[src/rtl/bird_datapath_pkg.sv]
// Shared definitions for the bird game: control-FSM state codes, screen limits,
// sprite geometry and the colours used by the plotter.
package bird_datapath_pkg;

    localparam int SCREEN_W       = 160;
    localparam int SCREEN_H       = 120;

    localparam int BIRD_X         = 20;
    localparam int BIRD_SIZE      = 4;
    localparam int BIRD_SIZE_LOG2 = 2;
    localparam int PIX_CNT_W      = 2 * BIRD_SIZE_LOG2;
    localparam int Y_MAX          = SCREEN_H - 1;
    localparam int Y_FLOOR        = Y_MAX - BIRD_SIZE + 1;
    localparam int START_Y        = 60;
    localparam int RISE_PIX       = 12;
    localparam int RISE_W         = $clog2(RISE_PIX + 1);
    localparam int FALL_STEP      = 1;

    localparam logic [2:0] BIRD_COLOUR  = 3'b110;
    localparam logic [2:0] ERASE_COLOUR = 3'b000;

    typedef enum logic [2:0] {
        S_STOP    = 3'b001,
        S_START   = 3'b010,
        S_FALLING = 3'b011,
        S_RAISING = 3'b110,
        S_DRAW    = 3'b111
    } fsm_state_e;

    typedef enum logic [1:0] {
        D_IDLE  = 2'd0,
        D_ERASE = 2'd1,
        D_DRAW  = 2'd2
    } draw_state_e;

endpackage

[src/rtl/bird_datapath_sprite_sweeper.sv]
// Erase-then-draw sweep of the square bird sprite, one pixel per cycle.
// Plot outputs are registered from the next-state values so they line up with the FSM state.
module sprite_sweeper
    import bird_datapath_pkg::*;
(
    input  logic       clk,
    input  logic       reset,
    input  logic       abort_i,
    input  logic       start_i,
    input  logic [7:0] base_x_i,
    input  logic [6:0] base_y_i,
    input  logic [2:0] colour_i,
    output logic [7:0] x_o,
    output logic [6:0] y_o,
    output logic [2:0] colour_o,
    output logic       plot_o,
    output logic       busy_o
);

    localparam int PIX_LAST = BIRD_SIZE * BIRD_SIZE - 1;

    draw_state_e state_q, state_d;
    logic [PIX_CNT_W-1:0] cnt_q, cnt_d;
    logic [6:0] old_y_q, old_y_d;
    logic [6:0] new_y_q, new_y_d;
    logic [7:0] x_q, x_d;
    logic [6:0] y_q, y_d;
    logic [2:0] colour_q, colour_d;
    logic       plot_q, plot_d;
    logic [BIRD_SIZE_LOG2-1:0] row_d, col_d;
    logic       last_pix;

    always_ff @(posedge clk) begin
        if (reset) begin
            state_q  <= D_IDLE;
            cnt_q    <= '0;
            old_y_q  <= 7'(START_Y);
            new_y_q  <= 7'(START_Y);
            x_q      <= '0;
            y_q      <= '0;
            colour_q <= '0;
            plot_q   <= 1'b0;
        end else begin
            state_q  <= state_d;
            cnt_q    <= cnt_d;
            old_y_q  <= old_y_d;
            new_y_q  <= new_y_d;
            x_q      <= x_d;
            y_q      <= y_d;
            colour_q <= colour_d;
            plot_q   <= plot_d;
        end
    end

    assign last_pix = (cnt_q == PIX_CNT_W'(PIX_LAST));

    always_comb begin
        state_d = state_q;
        cnt_d   = cnt_q;
        old_y_d = old_y_q;
        new_y_d = new_y_q;
        case (state_q)
            D_IDLE: begin
                if (start_i) begin
                    state_d = D_ERASE;
                    cnt_d   = '0;
                    new_y_d = base_y_i;
                end
            end
            D_ERASE: begin
                cnt_d = cnt_q + 1'b1;
                if (last_pix) begin
                    state_d = D_DRAW;
                    cnt_d   = '0;
                end
            end
            D_DRAW: begin
                cnt_d = cnt_q + 1'b1;
                if (last_pix) begin
                    state_d = D_IDLE;
                    cnt_d   = '0;
                    old_y_d = new_y_q;
                end
            end
            default: begin
                state_d = D_IDLE;
                cnt_d   = '0;
            end
        endcase
        if (abort_i) begin
            state_d = D_IDLE;
            cnt_d   = '0;
            old_y_d = 7'(START_Y);
        end
    end

    // Counter is {row, col}: the low bits walk across a sprite row.
    assign row_d = cnt_d[PIX_CNT_W-1:BIRD_SIZE_LOG2];
    assign col_d = cnt_d[BIRD_SIZE_LOG2-1:0];

    always_comb begin
        x_d      = '0;
        y_d      = '0;
        colour_d = ERASE_COLOUR;
        plot_d   = 1'b0;
        case (state_d)
            D_ERASE: begin
                plot_d   = 1'b1;
                x_d      = base_x_i + 8'(col_d);
                y_d      = old_y_d + 7'(row_d);
                colour_d = ERASE_COLOUR;
            end
            D_DRAW: begin
                plot_d   = 1'b1;
                x_d      = base_x_i + 8'(col_d);
                y_d      = new_y_d + 7'(row_d);
                colour_d = colour_i;
            end
            default: begin
                plot_d = 1'b0;
            end
        endcase
    end

    assign x_o      = x_q;
    assign y_o      = y_q;
    assign colour_o = colour_q;
    assign plot_o   = plot_q;
    assign busy_o   = plot_q;

endmodule

[src/rtl/bird_datapath.sv]
// Bird physics (position, rise counter, collision) feeding the control FSM,
// plus frame-tick scheduling of the sprite sweeper.
module bird_datapath
    import bird_datapath_pkg::*;
(
    input  logic       clk,
    input  logic       reset,
    input  logic [2:0] state,
    input  logic       press_key,
    input  logic       frame_tick,
    input  logic [7:0] pipe_x,
    input  logic [7:0] pipe_w,
    input  logic [6:0] gap_top,
    input  logic [6:0] gap_bot,
    output logic       flag,
    output logic       touched,
    output logic [6:0] bird_y,
    output logic [7:0] x,
    output logic [6:0] y,
    output logic [2:0] colour,
    output logic       plot,
    output logic       draw_busy
);

    fsm_state_e st;
    logic [6:0]        bird_y_q, bird_y_d;
    logic [RISE_W-1:0] rise_cnt_q, rise_cnt_d;
    logic              touched_q, touched_d;
    logic              tick_q;
    logic              pending_q, pending_d;
    logic              sweep_busy;
    logic              draw_start;

    logic [8:0] top9, bot9, fall9, pipe_l9, pipe_end9;
    logic       hit_ceiling, hit_ground, col_overlap, outside_gap, collide;

    assign st = fsm_state_e'(state);

    // All geometry in 9 bits so sums of 8-bit operands never wrap.
    assign top9      = {2'b00, bird_y_q};
    assign bot9      = top9 + 9'(BIRD_SIZE - 1);
    assign fall9     = top9 + 9'(FALL_STEP);
    assign pipe_l9   = {1'b0, pipe_x};
    assign pipe_end9 = pipe_l9 + {1'b0, pipe_w};

    assign hit_ceiling = (bird_y_q == '0);
    assign hit_ground  = (bot9 >= 9'(Y_MAX));
    assign col_overlap = (pipe_w != '0) && (9'(BIRD_X) < pipe_end9)
                         && (pipe_l9 <= 9'(BIRD_X + BIRD_SIZE - 1));
    assign outside_gap = (top9 < {2'b00, gap_top}) || (bot9 > {2'b00, gap_bot});
    assign collide     = hit_ceiling | hit_ground | (col_overlap & outside_gap);

    always_ff @(posedge clk) begin
        if (reset) begin
            bird_y_q   <= 7'(START_Y);
            rise_cnt_q <= '0;
            touched_q  <= 1'b0;
            tick_q     <= 1'b0;
            pending_q  <= 1'b0;
        end else begin
            bird_y_q   <= bird_y_d;
            rise_cnt_q <= rise_cnt_d;
            touched_q  <= touched_d;
            tick_q     <= frame_tick;
            pending_q  <= pending_d;
        end
    end

    always_comb begin
        bird_y_d   = bird_y_q;
        rise_cnt_d = rise_cnt_q;
        touched_d  = touched_q;
        case (st)
            S_START: begin
                bird_y_d   = 7'(START_Y);
                rise_cnt_d = '0;
                touched_d  = 1'b0;
            end
            S_RAISING, S_FALLING: begin
                touched_d = touched_q | collide;
                if (frame_tick) begin
                    if (rise_cnt_q != '0) begin
                        bird_y_d   = (bird_y_q == '0) ? '0 : bird_y_q - 7'd1;
                        rise_cnt_d = rise_cnt_q - 1'b1;
                    end else if (fall9 >= 9'(Y_FLOOR)) begin
                        bird_y_d = 7'(Y_FLOOR);
                    end else begin
                        bird_y_d = fall9[6:0];
                    end
                end
                // A key press wins over the decrement in the same cycle.
                if (press_key) begin
                    rise_cnt_d = RISE_W'(RISE_PIX);
                end
            end
            default: begin
                bird_y_d = bird_y_q;
            end
        endcase
    end

    // A tick arriving while a sweep is running (or being launched) is remembered once.
    assign draw_start = (tick_q | pending_q) & ~sweep_busy & (st != S_START);

    always_comb begin
        pending_d = pending_q;
        if (draw_start) begin
            pending_d = 1'b0;
        end
        if (frame_tick && (sweep_busy || draw_start)) begin
            pending_d = 1'b1;
        end
        if (st == S_START) begin
            pending_d = 1'b0;
        end
    end

    sprite_sweeper u_sweeper (
        .clk      (clk),
        .reset    (reset),
        .abort_i  (st == S_START),
        .start_i  (draw_start),
        .base_x_i (8'(BIRD_X)),
        .base_y_i (bird_y_q),
        .colour_i (BIRD_COLOUR),
        .x_o      (x),
        .y_o      (y),
        .colour_o (colour),
        .plot_o   (plot),
        .busy_o   (sweep_busy)
    );

    assign draw_busy = sweep_busy;
    assign flag      = (rise_cnt_q != '0);
    assign touched   = touched_q;
    assign bird_y    = bird_y_q;

endmodule
[config.mk]
export PLATFORM = sky130hd
export DESIGN_NAME = bird_datapath
export DESIGN_NICKNAME = d
export VERILOG_FILES = /design/src/rtl/bird_datapath_pkg.sv /design/src/rtl/bird_datapath_sprite_sweeper.sv /design/src/rtl/bird_datapath.sv
export SDC_FILE = /design/constraint.sdc
export NUM_CORES = 1
export LEC_CHECK = 0
export BUFFER_PORTS_ARGS = -buffer_cell sky130_fd_sc_hd__buf_4
export CAP_MARGIN = 5
export CORE_ASPECT_RATIO = 1.75
export CORE_MARGIN = 2
export CORE_UTILIZATION = 45
export DETAILED_ROUTE_END_ITERATION = 16
export PLACE_DENSITY = 0.77
export SYNTH_ARGS = -nofsm -noshare
export SYNTH_HDL_FRONTEND = slang
export SYNTH_SLANG_ARGS = --single-unit
[constraint.sdc]
create_clock -name clk -period 3.6 [get_ports clk]
set_clock_uncertainty 0.1 [all_clocks]
set_input_delay 0.18 -clock clk [delete_from_list [all_inputs] [get_ports clk]]
set_output_delay 0.18 -clock clk [all_outputs]
set_load 0.02 [all_outputs]
==> impl_metrics.tcl, run 1 <==
set metrics [dict create \
    status "finished, final reports clean" \
    synthTopCellsByArea "dfxtp_1 (27%), ha_1 (12%), a21oi_1 (4.0%)" \
    nNetsFinal 546 \
    seq_area_sq_um 925 \
    reg2reg_from "u_sweeper.cnt_q[1]" \
    core-area_sq_um 7230 \
    num_antenna_cells 0 \
    grt_pass1_wl_microns 14600 \
    yosysWarningCount 0 \
    avgSynthCellArea_sq_um 7.96 \
    hold_ws_ps 113 \
    row_count 41 \
    synthCells 423 \
    p_comb_share_pct 34.3 \
    worst_slew_pin_slew_ps 671 \
    hpwl_microns 6890 \
    grt_usage_pct 21.6 \
    hold_class "input pin to flip-flop" \
    io_buffers 60 \
    pwr-share-seq_pct 37.1 \
    ir_worst_vdd_mv 0.204 \
    antenna_found_initial 0 \
    chipWidth_microns 69.4 \
    yosys_most_used_dff "dfxtp_1" \
    period_needed_ps 3360 \
    worst_setup_path_start_kind "flip-flop" \
    crit_start "u_sweeper.cnt_q[1]" \
    synth_cell_types 64 \
    critPathRequiredTime_ps 3720 \
    ff2ff_setup_slack_ps 240 \
    finalWirelength_microns 8750 \
    crit_type "flip-flop to flip-flop" \
    yosys-top-cells-count "dfxtp_1 (46), inv_1 (34), nand2_1 (33), ha_1 (32), nor2_1 (28)" \
    cts_buffers 5 \
    fmax_mhz 298 \
    totalNegativeSetupSlack_ps 0 \
    synth.largest_area_cell "dfxtp_1" \
    yosysMostFrequentCell "dfxtp_1" \
    cts.sinks 46 \
    worstPathArrival_ps 3480 \
    fillers 644 \
    drive_gt1_share_pct 18.8 \
    switching_share_pct 32.9 \
    path_clk_slew_ps 60 \
    p_clk_share_pct 28.6 \
    drc_errors 0 \
    rsz0062_at_grt "false" \
    io_pins 66 \
    die-height_microns 118 \
    ant_nets 0 \
    power.leakage_nw 1.81 \
    start_util_pct 46.6 \
    min_from "press_key" \
    die_area_sq_um 8220 \
    async_flop_share_pct 0 \
    yosys_register_bits 46 \
    overflow 0 \
    synth_edf_count 0 \
    multiInputGateArea_sq_um 2220 \
    h-tree-depth 2 \
    grt_max_degree 35 \
    max-slew-margin-rel_pct 54.9 \
    crit_fanout 9 \
    p_per_area_nw_per_um2 385 \
    areaGrowthSynthToFinish_pct 19.5 \
    synth_area_sq_um 3370 \
    wl_per_cell_microns 15.6 \
    cts-root-buf "clkbuf_16" \
    min_period_over_period_pct 93.3 \
    cts_tree "built" \
    yosysTopAreaCellShare_pct 27.3 \
    maxCapViolCount 0 \
    power.switching_uw 510 \
    placedCellCount 554 \
    setup_viol 0 \
    fin_util_pct 55.6 \
    gp_congestion 0.921 \
    vias 3282 \
    clock_path_buffers 2 \
    intPower_mw 1.04 \
    first_iter_violations 171 \
    p_total_mw 1.55 \
    hold_viol 0 \
    grt_pass1_vias 3279 \
    stdcell_count 560 \
    crit_path_end_kind "flip-flop" \
    first_pass_iters 4 \
    ys_seq_area_share_pct 27.3 \
    via_per_inst 5.86 \
    report.final.slew_viol_count 0 \
    clkLatencyLatePin_ps 280 \
]
## cells in the final DEF (no fill, tap or decap), drive strengths merged, types with 3 or more instances in the layout
cell | netlist | final
and2 | 6 | 6
nor2b | 11 | 11
a22oi | 3 | 3
a21oi | 27 | 27
or3 | 6 | 6
o31ai | 4 | 4
nand4 | 9 | 9
nand3 | 12 | 12
xnor2 | 9 | 9
a22o | 3 | 3
nand3b | 4 | 4
nand2 | 33 | 33
nor2 | 28 | 28
a31oi | 3 | 3
mux2i | 10 | 10
or4 | 5 | 5
o21ai | 20 | 20
o22ai | 5 | 5
ha | 32 | 32
dfxtp | 46 | 46
inv | 35 | 35
nor3b | 3 | 3
a2111oi | 3 | 3
nor3 | 16 | 16
and3 | 3 | 3
clkbuf | 15 | 6
o21a | 6 | 6
xor2 | 8 | 8
a32oi | 3 | 3
buf | 11 | 67
a21boi | 6 | 6
nand2b | 5 | 5
conb | 1 | 5
## state kept, by name, summed over array words and instances, names as in the netlist, 2 cells and up
name / cells
bird_y: 7
u_sweeper.new_y_q: 7
u_sweeper.old_y_q: 7
u_sweeper.y_o: 7
rise_cnt_q: 4
u_sweeper.cnt_q: 4
u_sweeper.x_o: 3
u_sweeper.state_q: 2
## power by group through the flow
stage / sequential, mW / combinational, mW / clock [mW]
after floorplan: 0.590 / 0.362 / 0
after global routing: 0.580 / 0.592 / 0.469
final: 0.575 / 0.531 / 0.443
after CTS: 0.574 / 0.531 / 0.449
after detailed placement: 0.584 / 0.526 / 0
after global placement: 0.583 / 0.515 / 0
## per-stage QoR
stage	setup WS (ps)	instance area (sq um)
2_1_floorplan	97.0	3380
3_3_place_gp	222	3860
3_5_place_dp	70.7	3860
4_1_cts	42.9	4000
5_1_grt	34.6	4020
6_report	241	4020
## cells by family (layout without fill, tap and decap cells)
| kind of cell | Yosys count | count (layout) | synth area share, % |
|---|---|---|---|
| adders and majority gates | 34 | 34 | 13.1 |
| muxes | 10 | 10 | 2.97 |
| xor gates and xnor gates | 17 | 17 | 4.42 |
| other | 1 | 5 | 0.111 |
| AOI/OAI and AO/OA | 102 | 102 | 19.9 |
| buffers and inverters | 61 | 108 | 7.76 |
| and+or+nand+nor | 152 | 152 | 24.4 |
| DFF | 46 | 46 | 27.3 |
## critical path, cell delays in order, from the launching register on
cell	delay, ps
dfxtp_1	360
ha_4	200
and3_1	220
o21ai_1	140
nand2_1	80
nand2_1	60
nand2_1	60
ha_1	250
buf_4	180
nand2_1	60
o21a_1	120
ha_1	160
inv_1	60
fa_2	350
a31oi_1	140
o21ai_1	120
or4_1	480
a21boi_1	150
## area by class of cell
| class | instances | share of cell area, % |
|---|---|---|
| inverters | 35 | 3.26 |
| repair buffers | 67 | 12.5 |
| multi-input cells | 320 | 55.1 |
| well taps | 86 | 2.67 |
| clock buffers | 6 | 3.45 |
| flip-flops and latches | 46 | 23.0 |
## worst paths after layout
kind / to / cells after the start
min: rise_cnt_q[0] / 3
min reg2reg: rise_cnt_q[1] / 2
max: u_sweeper.y_o[6] / 17
max reg2reg: u_sweeper.y_o[6] / 17
## what timing repair did
action / CTS / global route
setup buffers: 0 / 0
gates resized for setup: 1 / 10
hold endpoints to repair: 0 / 0
endpoints found under the setup margin: 1 / 1
gates cloned: 0 / 0
hold buffers: 0 / 0
## per-layer routing
metal | GRT usage, % | routed length [microns]
met1 | 20.2 | 3060
met2 | 42.3 | 4900
met3 | 2.73 | 357
met4 | 13.8 | 438
met5 | 0 | 0
No activity file was read; power rests on OpenSTA's default activity.
==> inputs of run 2 (changes only) <==
- REMOVE_ABC_BUFFERS: default -> 1
==> impl_metrics.tcl, run 2 (synthesis gave the netlist of run 1 again) <==
set metrics [dict create \
    vias 3216 \
    worstPathArrival_ps 3460 \
    seq_area_sq_um 926 \
    fmax_mhz 299 \
    first_pass_iters 5 \
    min_period_over_period_pct 92.8 \
    path_clk_slew_ps 60 \
    antenna_found_initial 0 \
    period_needed_ps 3340 \
    io_pins 66 \
    ant_nets 0 \
    met1_usage_pct 21.5 \
    path_common_cell "nand2_1" \
    ff2ff_setup_slack_ps 260 \
    start_util_pct 46.6 \
    cts_hold_buf 0 \
    cts-root-buf "clkbuf_16" \
    setup_viol 0 \
    crit_type "flip-flop to flip-flop" \
    grt_pass1_wl_microns 14800 \
    via_per_inst 5.71 \
    drc_errors 0 \
    worst_setup_path_start_kind "flip-flop" \
    hpwl_microns 7060 \
    cts_buffers 5 \
    row_count 41 \
    fillers 681 \
    max-slew-margin-rel_pct 57.5 \
    io_buffers 60 \
    chipWidth_microns 69.4 \
    num_antenna_cells 0 \
    cts_tree "built" \
    place_ws_ps 75.0 \
    grtUsageMet3_pct 2.98 \
    grtUsageMet2_pct 42.7 \
    first_iter_violations 196 \
    h-tree-depth 2 \
    rsz0062_at_grt "false" \
    cts.sinks 46 \
    areaGrowthSynthToFinish_pct 20.1 \
    crit_path_end_kind "flip-flop" \
    crit_fanout 8 \
    gp_congestion 0.877 \
    grt_max_degree 35 \
    ff2ff_path_depth 17 \
    post-cts-setup-buffer-count 0 \
    worst_slew_pin_slew_ps 637 \
    worst_slack_ps 260 \
    multiInputGateArea_sq_um 2220 \
    crit_path_max_incr_delay_ps 470 \
    min_from "press_key" \
    status "finished, final reports clean" \
    wl_per_cell_microns 15.9 \
    reg2reg_from "u_sweeper.cnt_q[0]" \
    hold_end "rise_cnt_q[0]" \
    whs_path_depth 3 \
    die-height_microns 118 \
    die_area_sq_um 8220 \
    core-area_sq_um 7230 \
    grt_usage_pct 22.1 \
    maxCapViolCount 0 \
    final_common_cell "buf_4" \
    report.final.slew_viol_count 0 \
    nNetsFinal 547 \
    p_per_area_nw_per_um2 389 \
    clkLatencyLatePin_ps 290 \
    cp_cell_sequence "ha_4, and3_1, o21ai_1, nand2_1, nand2_1, nand2_1, ha_2, buf_4, nand2_1, o21a_1, ha_1, inv_1, fa_1, a31oi_1, o21ai_2, or4_1, a21boi_1" \
    final_cell_mix "buf_4 (68), dfxtp_1 (42), inv_1 (33), nand2_1 (33), ha_1 (29)" \
    grt_pass1_vias 3227 \
    totalNegativeSetupSlack_ps 0 \
    top_usage_layer "met2" \
    power.leakage_nw 1.82 \
    clock_path_buffers 2 \
    drive_gt1_share_pct 19.5 \
    critPathRequiredTime_ps 3720 \
    overflow 0 \
    ir_worst_vdd_mv 0.205 \
    hold_class "input pin to flip-flop" \
    finalWirelength_microns 8970 \
    cp_slowest_cell "or4_1" \
    r2r_end "u_sweeper.y_o[6]" \
    hold_viol 0 \
]
[run 2: cell types whose count changed in the layout (fill, tap and decap cells not counted)]
cell,change
buf_4,+1
fa_1,+1
clkinv_2,+1
ha_2,+1
o21ai_0,+1
clkbuf_1,+1
dfxtp_1,-1
o21ai_2,+1
o21ai_1,-2
fa_2,-1
ha_1,-1
dfxtp_2,+1
[run 2: repair_timing]
item	in CTS	in global routing
endpoints found under the hold margin	0	0
gates resized for setup	0	12
setup endpoints to repair	0	1
[run 2: worst max-delay path, delay by kind of cell, from the launching register on]
kind / cells / cell delay, ps
fa+ha+maj: 4 / 960
simple gates: 6 / 960
compound gates: 5 / 690
buf+inv: 2 / 210
flops: 1 / 350
[run 2: layout make-up]
cell class,instances,share of cell area (%)
Clock inverter,1,0.124
Clock buffer,7,3.53
Multi-Input combinational cell,320,54.9
Tap cell,86,2.66
Sequential cell,46,22.9
Inverter,35,3.25
Timing Repair Buffer,68,12.6
[run 2: through the flow]
stage          power, mW  std cells  cell area, sq um  hold WS [ps]  utilization [%]
2_1_floorplan      0.936        401              3250           147                -
3_3_place_gp        1.10        555              3870           356             53.5
4_1_cts             1.58        563              4020           101             55.6
6_report            1.57        563              4050           107             55.9
5_1_grt             1.67        563              4050           119             55.9
3_5_place_dp        1.12        555              3870           370             53.5
[run 2: how the worst max path moves through the flow]
stage / endpoint / startpoint / slack (ps)
6_report: u_sweeper.y_o[6] / u_sweeper.cnt_q[0] / 260
5_1_grt: u_sweeper.y_o[6] / u_sweeper.state_q[0] / 10
4_1_cts: u_sweeper.y_o[6] / u_sweeper.state_q[1] / 30
3_5_place_dp: u_sweeper.y_o[6] / u_sweeper.state_q[0] / 80
3_3_place_gp: u_sweeper.y_o[6] / u_sweeper.state_q[0] / 200
2_1_floorplan: u_sweeper.y_o[6] / u_sweeper.busy_o / 80
[run 2: routing by layer]
metal | vias to the layer above | wire (microns)
li1 | 1605 | -
met1 | 1474 | 3170
met2 | 106 | 5030
met3 | 31 | 332
met4 | 0 | 438
met5 | - | 0
[run 2: power breakdown]
group	internal (mW)	leakage (nW)	switching, mW	total, mW
Clock	0.275	0.0739	0.184	0.459
Combinational	0.238	1.37	0.305	0.542
Sequential	0.536	0.376	0.0368	0.573
Total	1.05	1.82	0.526	1.57
